<file path="src/rtl/uart_pkg.sv">
// Shared types and constants for the UART transmit framer.
// Data length code: data bits = MIN_DATA_BITS + no_of_bits (0..3 -> 5..8 bits).
package uart_pkg;

   localparam int MIN_DATA_BITS = 5;
   localparam int BIT_CNT_W     = 3;

   typedef enum logic [1:0] {
      NB_5 = 2'd0,
      NB_6 = 2'd1,
      NB_7 = 2'd2,
      NB_8 = 2'd3
   } nb_code_e;

   typedef enum logic [2:0] {
      IDLE   = 3'd0,
      START  = 3'd1,
      DATA   = 3'd2,
      PARITY = 3'd3,
      STOP1  = 3'd4,
      STOP2  = 3'd5
   } tx_state_e;

   // Bit-counter value of the final data bit for a given length code.
   function automatic logic [BIT_CNT_W-1:0] last_bit_idx(input logic [1:0] nb);
      return {1'b0, nb} + BIT_CNT_W'(MIN_DATA_BITS - 1);
   endfunction

endpackage

</file>
<file path="src/rtl/uart_baud_tick.sv">
// Bit-period counter: counts 0..div and flags the last cycle of the period.
// The owner restarts it whenever a new bit period begins.
module uart_baud_tick #(
   parameter int DIV_W = 16
) (
   input  logic             clock,
   input  logic             reset,
   input  logic             restart,
   input  logic [DIV_W-1:0] div,
   output logic             tick
);

   logic [DIV_W-1:0] count;

   // Cycle counter within the current bit period.
   always_ff @(posedge clock) begin
      if (reset || restart) count <= '0;
      else                  count <= count + DIV_W'(1);
   end

   assign tick = (count == div);

endmodule

</file>
<file path="src/rtl/uart_tx_frame.sv">
// UART transmit framer: start bit, 5-8 data bits LSB first, optional parity,
// one or two stop bits. Optional parity support is built when the macro
// UART_TX_PARITY_EN is defined.
// Handshake: a byte transfers on a rising edge with tx_valid && tx_ready;
// tx_ready is high only while idle, and tx_valid is ignored otherwise.
module uart_tx_frame
   import uart_pkg::*;
#(
   parameter int DIV_W  = 16,
   parameter int DATA_W = 8
) (
   input  logic              clock,
   input  logic              reset,
   input  logic [DATA_W-1:0] tx_data,
   input  logic              tx_valid,
   output logic              tx_ready,
   input  logic [1:0]        no_of_bits,
   input  logic              two_stop,
   input  logic [DIV_W-1:0]  baud_div,
`ifdef UART_TX_PARITY_EN
   input  logic              parity_en,
   input  logic              parity_odd,
`endif
   output logic              tx_out,
   output logic              tx_busy
);

   tx_state_e             state, state_nxt;
   logic [DATA_W-1:0]     shift_q, shift_nxt;
   logic [BIT_CNT_W-1:0]  bit_cnt, bit_cnt_nxt;
   logic                  parity_acc, parity_nxt;
   logic [1:0]            nb_q;
   logic                  two_stop_q;
   logic [DIV_W-1:0]      div_q;
   logic                  par_en_q, par_odd_q;
   logic                  tick;
   logic                  accept;
   logic                  tx_out_nxt;

   assign accept = (state == IDLE) && tx_valid;

   // Every bit period starts from zero; idle holds the counter cleared.
   uart_baud_tick #(.DIV_W(DIV_W)) u_baud (
      .clock   (clock),
      .reset   (reset),
      .restart ((state == IDLE) || tick),
      .div     (div_q),
      .tick    (tick)
   );

`ifdef UART_TX_PARITY_EN
   // Parity options are frozen for the frame at accept.
   always_ff @(posedge clock) begin
      if (reset) begin
         par_en_q  <= 1'b0;
         par_odd_q <= 1'b0;
      end else if (accept) begin
         par_en_q  <= parity_en;
         par_odd_q <= parity_odd;
      end
   end
`else
   assign par_en_q  = 1'b0;
   assign par_odd_q = 1'b0;
`endif

   // State, datapath, latched configuration and registered outputs.
   always_ff @(posedge clock) begin
      if (reset) begin
         state      <= IDLE;
         shift_q    <= '0;
         bit_cnt    <= '0;
         parity_acc <= 1'b0;
         nb_q       <= '0;
         two_stop_q <= 1'b0;
         div_q      <= '0;
         tx_out     <= 1'b1;
         tx_ready   <= 1'b1;
         tx_busy    <= 1'b0;
      end else begin
         state      <= state_nxt;
         shift_q    <= shift_nxt;
         bit_cnt    <= bit_cnt_nxt;
         parity_acc <= parity_nxt;
         if (accept) begin
            nb_q       <= no_of_bits;
            two_stop_q <= two_stop;
            div_q      <= baud_div;
         end
         tx_out     <= tx_out_nxt;
         tx_ready   <= (state_nxt == IDLE);
         tx_busy    <= (state_nxt != IDLE);
      end
   end

   // Next state plus shift register, bit counter and parity accumulator.
   always_comb begin
      state_nxt   = state;
      shift_nxt   = shift_q;
      bit_cnt_nxt = bit_cnt;
      parity_nxt  = parity_acc;
      case (state)
         IDLE: begin
            if (accept) begin
               state_nxt   = START;
               shift_nxt   = tx_data;
               bit_cnt_nxt = '0;
               parity_nxt  = 1'b0;
            end
         end
         START: begin
            if (tick) state_nxt = DATA;
         end
         DATA: begin
            if (tick) begin
               shift_nxt  = shift_q >> 1;
               parity_nxt = parity_acc ^ shift_q[0];
               if (bit_cnt == last_bit_idx(nb_q)) begin
                  bit_cnt_nxt = '0;
                  state_nxt   = par_en_q ? PARITY : STOP1;
               end else begin
                  bit_cnt_nxt = bit_cnt + BIT_CNT_W'(1);
               end
            end
         end
         PARITY: begin
            if (tick) state_nxt = STOP1;
         end
         STOP1: begin
            if (tick) state_nxt = two_stop_q ? STOP2 : IDLE;
         end
         STOP2: begin
            if (tick) state_nxt = IDLE;
         end
         default: state_nxt = IDLE;
      endcase
   end

   // Line level for the upcoming cycle, registered above.
   always_comb begin
      tx_out_nxt = 1'b1;
      case (state_nxt)
         START:   tx_out_nxt = 1'b0;
         DATA:    tx_out_nxt = shift_nxt[0];
         PARITY:  tx_out_nxt = parity_nxt ^ par_odd_q;
         default: tx_out_nxt = 1'b1;
      endcase
   end

endmodule
</file>
<file path="config.mk">
export PLATFORM = sky130hd
export DESIGN_NAME = uart_tx_frame
export DESIGN_NICKNAME = d
export VERILOG_FILES = /design/src/rtl/uart_pkg.sv /design/src/rtl/uart_baud_tick.sv /design/src/rtl/uart_tx_frame.sv
export SDC_FILE = /design/constraint.sdc
export NUM_CORES = 1
export LEC_CHECK = 0
export BUFFER_PORTS_ARGS = -buffer_cell sky130_fd_sc_hd__buf_2
export CAP_MARGIN = 20
export CELL_PAD_IN_SITES_DETAIL_PLACEMENT = 1
export CELL_PAD_IN_SITES_GLOBAL_PLACEMENT = 2
export CORE_MARGIN = 8
export CORE_UTILIZATION = 25
export DETAILED_ROUTE_END_ITERATION = 7
export GPL_ROUTABILITY_DRIVEN = 0
export PLACE_DENSITY = 0.62
export SYNTH_ARGS = -nofsm -noshare
export SYNTH_HDL_FRONTEND = slang
export SYNTH_SLANG_ARGS = --single-unit
</file>
<file path="constraint.sdc">
create_clock -name clock -period 2.5 [get_ports clock]
set_input_delay 0.375 -clock clock [delete_from_list [all_inputs] [get_ports clock]]
set_output_delay 0.375 -clock clock [all_outputs]
set_load 0.1 [all_outputs]
</file>
---- Word level (Yosys, flattened, before mapping) ----
Cells that the tools add are included.
operators by class
  add/subtract/negate cells ............... 3
  $mul .................................... 0
  divide/modulo/power cells ............... 0
  $lt $le $gt $ge ......................... 0
  equality and inequality tests ........... 12
  shift-type cells ........................ 0
  muxes and demuxes ....................... 20
  bitwise operators ....................... 1
  reduce and logical (&&, ||, !) cells .... 8
operator list
  kind                                                  count
  two-way mux 3 bit                                     11
  case mux 3 bit (6 select lines)                       1
  adder 16 x 1 -> 16 bit (second input constant)        1
  equality test 16 bit                                  1
  two-way mux 8 bit                                     2
  case mux 8 bit (2 select lines)                       1
  equality test 3 x 2 -> 1 bit (second input constant)  4
  equality test 3 x 1 -> 1 bit (second input constant)  2
  equality test 3 bit (second input constant)           2
  zero test 3 bit                                       2
  case mux 3 bit (2 select lines)                       1
  != test 2 bit (second input constant)                 2
  adder 2 x 3 -> 3 bit (second input constant)          1
  adder 3 x 1 -> 3 bit (second input constant)          1
  equality test 3 bit                                   1
  case mux 1 bit (3 select lines)                       1
  AND reduction 3 bit                                   1
  nonzero test 3 bit                                    1
  logical OR 1 bit                                      2
  two-way mux 1 bit                                     2
  case mux 1 bit (2 select lines)                       1
  nonzero test 2 bit                                    1
  logical AND 1 bit                                     1
  bitwise XOR 1 bit                                     1
word-level totals
  register bits ........................... 53
  latch bits .............................. 0
  memory bits (writable) .................. 0
  memory bits (read-only) ................. 0
  input port bits ......................... 30
  output and inout bits ................... 3
  logic and storage cells ................. 56
  memories ................................ 0

---- Depth between registers and ports, before layout ----
Gate-level depths: netlist of the first run.
  word-level depth ........................ 7
  depth in mapped cells ................... 8
  gate-level depth less buffers ........... 7

---- Modules after synthesis ----
A second synthesis of the first run with hierarchy kept.
unflattened totals
  cell total of the unflattened synthesis .. 285
  area total of the unflattened synthesis .. 2,436.1 um^2
modules (own cells, without submodules)
  module          times used  cells each  area each (um^2)  seq. area each (um^2)
  uart_tx_frame   1           181         1,525.2           740.7
  uart_baud_tick  1           104         910.9             320.3

---- Worst setup path after synthesis of the first run ----
OpenSTA, ideal clock, no wires.
  path kind ............................... register to register
  start point ............................. register u_baud.count[0]
  end point ............................... register bit_cnt[2]
  setup time .............................. 0.070 ns
  arrival ................................. 1.794 ns
  data required time ...................... 2.430 ns
  setup slack ............................. 0.636 ns
  cell stages (with the launch flop) ...... 8
  path buffers ............................ 1
  clock period less this slack ............ 1.864 ns
  cell sequence ........................... dfxtp_1 xor2_1 nor4_1 and4_1 buf_6 a21oi_2 or4b_1 a21oi_1
between the ends
  cells in the longest elaborated chain, start to end .. 3
RTL lines
  what                                  RTL line              source
  start, declared                       uart_baud_tick.sv:13  logic [DIV_W-1:0] count;
  start signal, assigned                uart_baud_tick.sv:18  else count <= count + DIV_W'(1);
  equality test 16 bit                  uart_baud_tick.sv:21  assign tick = (count == div);
  != test 2 bit (no source line)        --
  AND reduction 3 bit (no source line)  --
  end signal, assigned                  uart_tx_frame.sv:83   bit_cnt <= bit_cnt_nxt;
  end, declared                         uart_tx_frame.sv:30   logic [BIT_CNT_W-1:0] bit_cnt, bit_cnt_nxt;
Every way passes these cells.
A chain may end at the register's enable or synchronous reset.

---- Worst setup path after layout of the first run ----
  start point ............................. register u_baud.count[5]
  end point ............................... register bit_cnt[2]
The elaborated chain is that of the path after synthesis.

==> out/qor.csv, run 1 <==
metric;value;unit
status;finished clean;
post-synth top area cell;dfxtp_1;
TritonRoute pass-1 iters;4;
Hold Crit Class;primary input to flop;
layout cells sized above 1;16.6;%
Clock Sinks;53;
Synth Register Bits;53;
max_cap viols;0;
XOR/XNOR Fraction of Synth Area;12.0;%
Clock Latency Late Sink;0.30;ns
Finished Layout Cells;425;
Mapped Cells;279;
number of flops mapped to enable cells by yosys;0;
CP Class;flop to flop;
vias in the first global route;2154;
Hold Vio Cnt, Final;0;
TNS Setup;0;ns
slowest stage delay, CP;0.52;ns
CTS buffer count;5;
Hold Buf Count CTS;0;
CTS HTree Levels;2;
total placed cells including tap cells;417;
ant diodes;0;
mux cell area share after synthesis;0.857;%
Multi-input gate area;1170;um^2
Crit-path slowest cell;or4b_1;
CTS root buf;clkbuf_8;
PnR worst setup slack;0.226;ns
Final HPWL DP;4.55;mm
Worst Tran Pin Value;0.528;ns
top cells by count, synth;62 x nand2_1, 53 x dfxtp_1, 33 x a21oi_1;
largest family of logic cells by synthesized area;simple AND/OR/NAND/NOR gates;
CP arrival;2.51;ns
FP Rows;35;
Final nets;345;
Overflow after GRT;0;
Post-Place Setup Slack;0.257;ns
Netlist cell types;38;
Starting DRT DRC Count;29;
post_cts resized;0;
PortBufs;32;
RSZ-0062 raised after global routing;no;
Residual DRC;0;
Layout Utilization;29.3;%
CTS tree;built;
Die W;113;um
Final ANT Viol Nets;0;
pwr dens;673;nW/um^2
worst relative slew slack;64.5;%
syn_nets;311;
ys async rst share;0;%
WHS;0.296;ns
I/O pins;33;
ranking of synthesized cells by area;dfxtp_1 45%, nand2_1 10%, xor2_1 8.3%;
Post-Syn Area;2330;um^2
Tmin final;2.27;ns
first-pass GRT wire length;10.2;mm
synth warn;0;
WL final;5.99;mm
Max VDD drop;0.299;mV
Die H;113;um
# fillers;1120;
DR vias;1951;
largest net degree at the start of global routing;21;
Synth top area share;45.4;%
Worst-path clk slew;0.10;ns
adder-cell share of the synthesized area;1.07;%
post-synthesis sequential area ratio;45.4;%
Pins Over Slew Limit;0;
Worst EP required;2.74;ns
Mean Syn Cell Area;8.37;um^2
sequential cell area;1060;um^2
post-CTS setup buffers;0;
compound-cell area share of the yosys netlist;12.8;%
count leader, synth;nand2_1;
leakage;1.08;nW
Initial Util;25.5;%
Routed WL per cell;14.1;um
maximum clock frequency;440;MHz
P&R area growth vs syn;14.8;%
initial antenna violation count;0;
gr usage total;9.90;%
critical path cell sequence;xor2_1 -> nor4_1 -> and4_1 -> a21oi_2 -> or4b_1 -> a21oi_1;
Via density;4.59;
final count of negative-setup-slack endpoints;0;
main flop type after synthesis;dfxtp_1;
post-synthesis simple-gate area fraction;23.3;%
CP delay by family, top;simple AND/OR/NAND/NOR gates;
type of origin of the critical path;flop;
CORE AREA;9150;um^2
Clock Skews;0.00487;ns
die area;12700;um^2
Clock Path Buffers;2;
CP bufs+invs;0;
period utilization;90.9;%
R2R Setup Slk;0.23;ns
CP endpoint kind;flop;
crit path max fanout;7;
[worst paths after layout]
check | from | end | cells after the start
setup / recovery | u_baud.count[5]$_SDFF_PP0_ | bit_cnt[2]$_SDFFE_PP0P_ | 6
hold / removal | baud_div[2] | div_q[2]$_SDFFE_PP0P_ | 3
setup reg to reg | u_baud.count[5]$_SDFF_PP0_ | bit_cnt[2]$_SDFFE_PP0P_ | 6
hold reg to reg | shift_q[2]$_SDFFE_PP0P_ | shift_q[2]$_SDFFE_PP0P_ | 2
[layout by cell type, fill, tap and decap left out, types with 6 or more instances in the layout]
cell      n
buf_2    32
buf_4     8
nand3_1   7
nor2_1   27
xnor2_1  10
xor2_1   22
dfxtp_1  53
a22oi_1   6
nand2_1  62
a21oi_1  33
[cell type report]
cell class / count / area share [%]
Sequential cell: 53 / 39.6
Timing Repair Buffer: 40 / 8.21
Inverter: 3 / 0.420
Tap cell: 111 / 5.18
Clock inverter: 2 / 0.373
Clock buffer: 6 / 2.71
Multi-Input combinational cell: 210 / 43.5
[metrics by stage]
stage | cell area (um^2) | power, mW
final | 2680 | 1.80
after floorplan | 2330 | 1.25
after CTS | 2680 | 1.85
after global routing | 2680 | 1.92
after global placement | 2600 | 1.36
after detailed placement | 2600 | 1.36
[layer usage]
metal / part of all wire [%] / GRT usage, %
met5: 0 / 0
met4: 0.95 / 2.70
met3: 1.9 / 1.93
met2: 50 / 17.7
met1: 47 / 11.7
[flip-flops by register name (all words and copies together), names as in the netlist]
register      count
two_stop_q        1
tx_out            1
tx_busy           1
div_q            16
bit_cnt           3
state             3
parity_acc        1
nb_q              2
u_baud.count     16
shift_q           8
tx_ready          1
[cell families (layout without fill, tap and decap cells)]
family                   Yosys count  after routing
multiplexers                       2              2
XOR/XNOR                          32             32
adder cells (fa/ha/maj)            2              2
flip-flops                        53             53
AO/OA/AOI/OAI                     51             51
buffers and inverters             16             51
AND/OR/NAND/NOR                  123            123
[worst reg2reg max path: cells and delay by family (launching register included)]
family,cells,cell delay (ns)
AO/OA/AOI/OAI,2,0.26
flip-flops,1,0.36
XOR/XNOR,1,0.15
AND/OR/NAND/NOR,3,1.44
[report_power, final]
group	switching (mW)	leakage, nW	internal (mW)
sequential	0.0383	0.432	0.903
clock	0.282	0.0450	0.195
combinational	0.263	0.606	0.124
Note: power is estimated with default switching activity, not from simulation.
==> run 2, diff against run 1 <==
--- a/config.mk
+++ b/config.mk
@@ -16,4 +16,5 @@
 export PLACE_DENSITY = 0.62
 export SYNTH_ARGS = -nofsm -noshare
 export SYNTH_HDL_FRONTEND = slang
+export SYNTH_HIERARCHICAL = 1
 export SYNTH_SLANG_ARGS = --single-unit
==> out/qor.csv, run 2 <==
metric;value;unit;change
ys async rst share;0;%;unchanged
Largest regs;div_q (16), u_baud/count (16), shift_q (8);;
Die W;115;um;+1.8%
Synth top area share;43.6;%;-1.9 points
TritonRoute pass-1 iters;4;;unchanged
CP endpoint kind;flop;;
period utilization;90.6;%;-0.31 points
Die H;115;um;+1.8%
Post-Syn Area;2440;um^2;+4.3%
post-synthesis simple-gate area fraction;24.7;%;+1.4 points
I/O pins;33;;unchanged
commonest non-fill, non-tap cells in the layout;54 x nand2_1, 53 x dfxtp_1, 37 x a21oi_1;;
WL final;6.57;mm;+9.7%
Synth Register Bits;53;;unchanged
TNS Setup;0;ns;unchanged
PortBufs;32;;unchanged
DR vias;2145;;+9.9%
CP arrival;2.49;ns;-0.02 ns
Register-to-Register Path Depth;9;;+3
Pins Over Slew Limit;0;;unchanged
pwr dens;962;nW/um^2;+43%
Netlist cell types;50;;+32%
Initial Util;25.4;%;-0.12 points
ant diodes;0;;unchanged
commonest non-fill, non-tap cell in the layout;nand2_1;;
Max VDD drop;0.732;mV;+140%
layout cells sized above 1;20.4;%;+3.9 points
CTS root buf;clkbuf_8;;
Mean Syn Cell Area;8.55;um^2;+2.1%
max_cap viols;0;;unchanged
maximum clock frequency;441;MHz;+0.34%
compound-cell area share of the yosys netlist;16.8;%;+4.0 points
CTS HTree Levels;2;;unchanged
Tmin final;2.27;ns;-0.00764 ns
largest net degree at the start of global routing;34;;+62%
count leader, synth;nand2_1;;
die area;13200;um^2;+3.7%
post-synth top area cell;dfxtp_1;;
ranking of synthesized cells by area;dfxtp_1 44%, nand2_1 8.3%, a21oi_1 7.6%;;
# fillers;1152;;+2.9%
type of origin of the critical path;flop;;
number of flops mapped to enable cells by yosys;0;;unchanged
Worst-path clk slew;0.10;ns;about the same
FP Rows;36;;+2.9%
Clock Sinks;53;;unchanged
main flop type after synthesis;dfxtp_1;;
vias in the first global route;2274;;+5.6%
top cells by count, synth;54 x nand2_1, 53 x dfxtp_1, 37 x a21oi_1;;
Residual DRC;0;;unchanged
mux cell area share after synthesis;1.64;%;+0.79 points
Worst Tran Pin Value;0.493;ns;-0.0356 ns
adder-cell share of the synthesized area;1.03;%;-0.045 points
initial antenna violation count;0;;unchanged
Starting DRT DRC Count;81;;+180%
total chip power;2.81;mW;+56%
CTS buffer count;5;;unchanged
Hold Vio Cnt, Final;0;;unchanged
Via density;4.70;;+2.5%
Post-Place Setup Slack;0.0684;ns;-0.188 ns
final count of negative-setup-slack endpoints;0;;unchanged
syn_nets;317;;+1.9%
status;finished clean;;
Clock Skews;0.0114;ns;+0.00652 ns
RSZ-0062 raised after global routing;no;;
R2R Setup Slk;0.23;ns;about the same
worst relative slew slack;67.1;%;+2.6 points
synth warn;6;;+6
largest family of logic cells by synthesized area;simple AND/OR/NAND/NOR gates;;
CP Class;flop to flop;;
FF-to-FF Start;u_baud/count[5]$_SDFF_PP0_;;
gr usage total;10.4;%;+0.53 points
first-pass GRT wire length;11.0;mm;+7.3%
Worst Hold Depth;3;;unchanged
Clock Latency Late Sink;0.32;ns;+0.02 ns
Final ANT Viol Nets;0;;unchanged
Worst R2R End;tx_out$_SDFF_PP1_;;
Final nets;354;;+2.6%
Mapped Cells;285;;+2.2%
Final HPWL DP;4.82;mm;+5.9%
P&R area growth vs syn;20.0;%;
Clock Path Buffers;2;;unchanged
Hold Crit Class;primary input to flop;;
CTS tree;built;;
PnR worst setup slack;0.234;ns;+0.00765 ns
CORE AREA;9590;um^2;+4.8%
hold worst-path end;div_q[15]$_SDFFE_PP0P_;;
Worst EP required;2.72;ns;-0.02 ns
WHS;0.281;ns;-0.0151 ns
crit path max fanout;7;;unchanged
Hold Buf Count CTS;0;;unchanged
leakage;1.03;nW;-5.1%
post-synthesis sequential area ratio;43.6;%;-1.9 points
Overflow after GRT;0;;unchanged
hold_sp;baud_div[15];;
Routed WL per cell;14.4;um;+2.2%
XOR/XNOR Fraction of Synth Area;7.55;%;-4.5 points
[run 2: cell count changes after synthesis, moves of 4 or more]
cell and change:
xor2_1 -20, nor2_1 -11, xnor2_1 +9, nand2_1 -8, buf_2 +5, nand4_1 +5
a21oi_1 +4, o21ai_0 +4, o31ai_1 +4, or3_1 +4, or4_1 +4
[run 2: final cells by class]
cell class | count | area (um^2) | share of cell area, %
multi-input cells | 210 | 1270 | 43.6
flip-flops and latches | 53 | 1060 | 36.3
repair buffers | 46 | 265 | 9.08
well taps | 133 | 166 | 5.69
clock buffers | 5 | 68.8 | 2.35
clock inverters | 3 | 65.1 | 2.23
inverters | 6 | 22.5 | 0.771
[run 2: what timing repair did]
action,in CTS,in global routing
resized for setup,0,2
endpoints found under the setup margin,0,1
buffers inserted,0,0
[run 2: critical path: stages, from the launching register on]
cell and delay [ns]:
dfxtp_1 0.33, xnor2_1 0.23, nand4_1 0.21, nor4_4 0.37
buf_4 0.20, nand2b_1 0.13, a21oi_1 0.09, nor2_1 0.23
nand3b_1 0.10, a211o_1 0.29
[run 2: logic make-up (layout without fill, tap and decap cells)]
family | after synthesis | in the layout
AO/OA/AOI/OAI | 68 | 68
XOR/XNOR | 21 | 21
adder cells (fa/ha/maj) | 2 | 2
buffers and inverters | 22 | 60
flip-flops | 53 | 53
multiplexers | 4 | 4
AND/OR/NAND/NOR | 115 | 115
[run 2: where the power goes]
group          switching, mW  total [mW]  internal [mW]  leakage, nW
clock network          0.304       0.702          0.398       0.0681
logic                  0.661        1.02          0.361        0.528
registers              0.111        1.09          0.977        0.432
[run 2: worst max path at each step]
stage	slack (ns)	end	startpoint
after CTS	0.05	tx_out$_SDFF_PP1_	div_q[5]$_SDFFE_PP0P_
after floorplan	0.005	tx_out$_SDFF_PP1_	u_baud/count[9]$_SDFF_PP0_
after global placement	0.16	tx_out$_SDFF_PP1_	div_q[5]$_SDFFE_PP0P_
after detailed placement	0.07	tx_out$_SDFF_PP1_	u_baud/count[5]$_SDFF_PP0_
after global routing	0.01	tx_out$_SDFF_PP1_	div_q[5]$_SDFFE_PP0P_
final	0.23	tx_out$_SDFF_PP1_	u_baud/count[5]$_SDFF_PP0_
[run 2: stage by stage]
step | utilization (%) | cells | instance area [um^2]
final | 30.5 | 456 | 2920
after global routing | 30.5 | 456 | 2920
after CTS | 30.3 | 456 | 2910
after detailed placement | 28.9 | 448 | 2770
after global placement | 28.9 | 448 | 2770
after floorplan | - | 285 | 2440
[run 2: layer usage]
layer	part of all wire, %	vias to the layer above	GRT usage, %
li1	-	1072	-
met1	46	1037	12.4
met2	50	28	18.3
met3	2.9	8	2.48
met4	1.2	0	2.80
met5	0	-	0
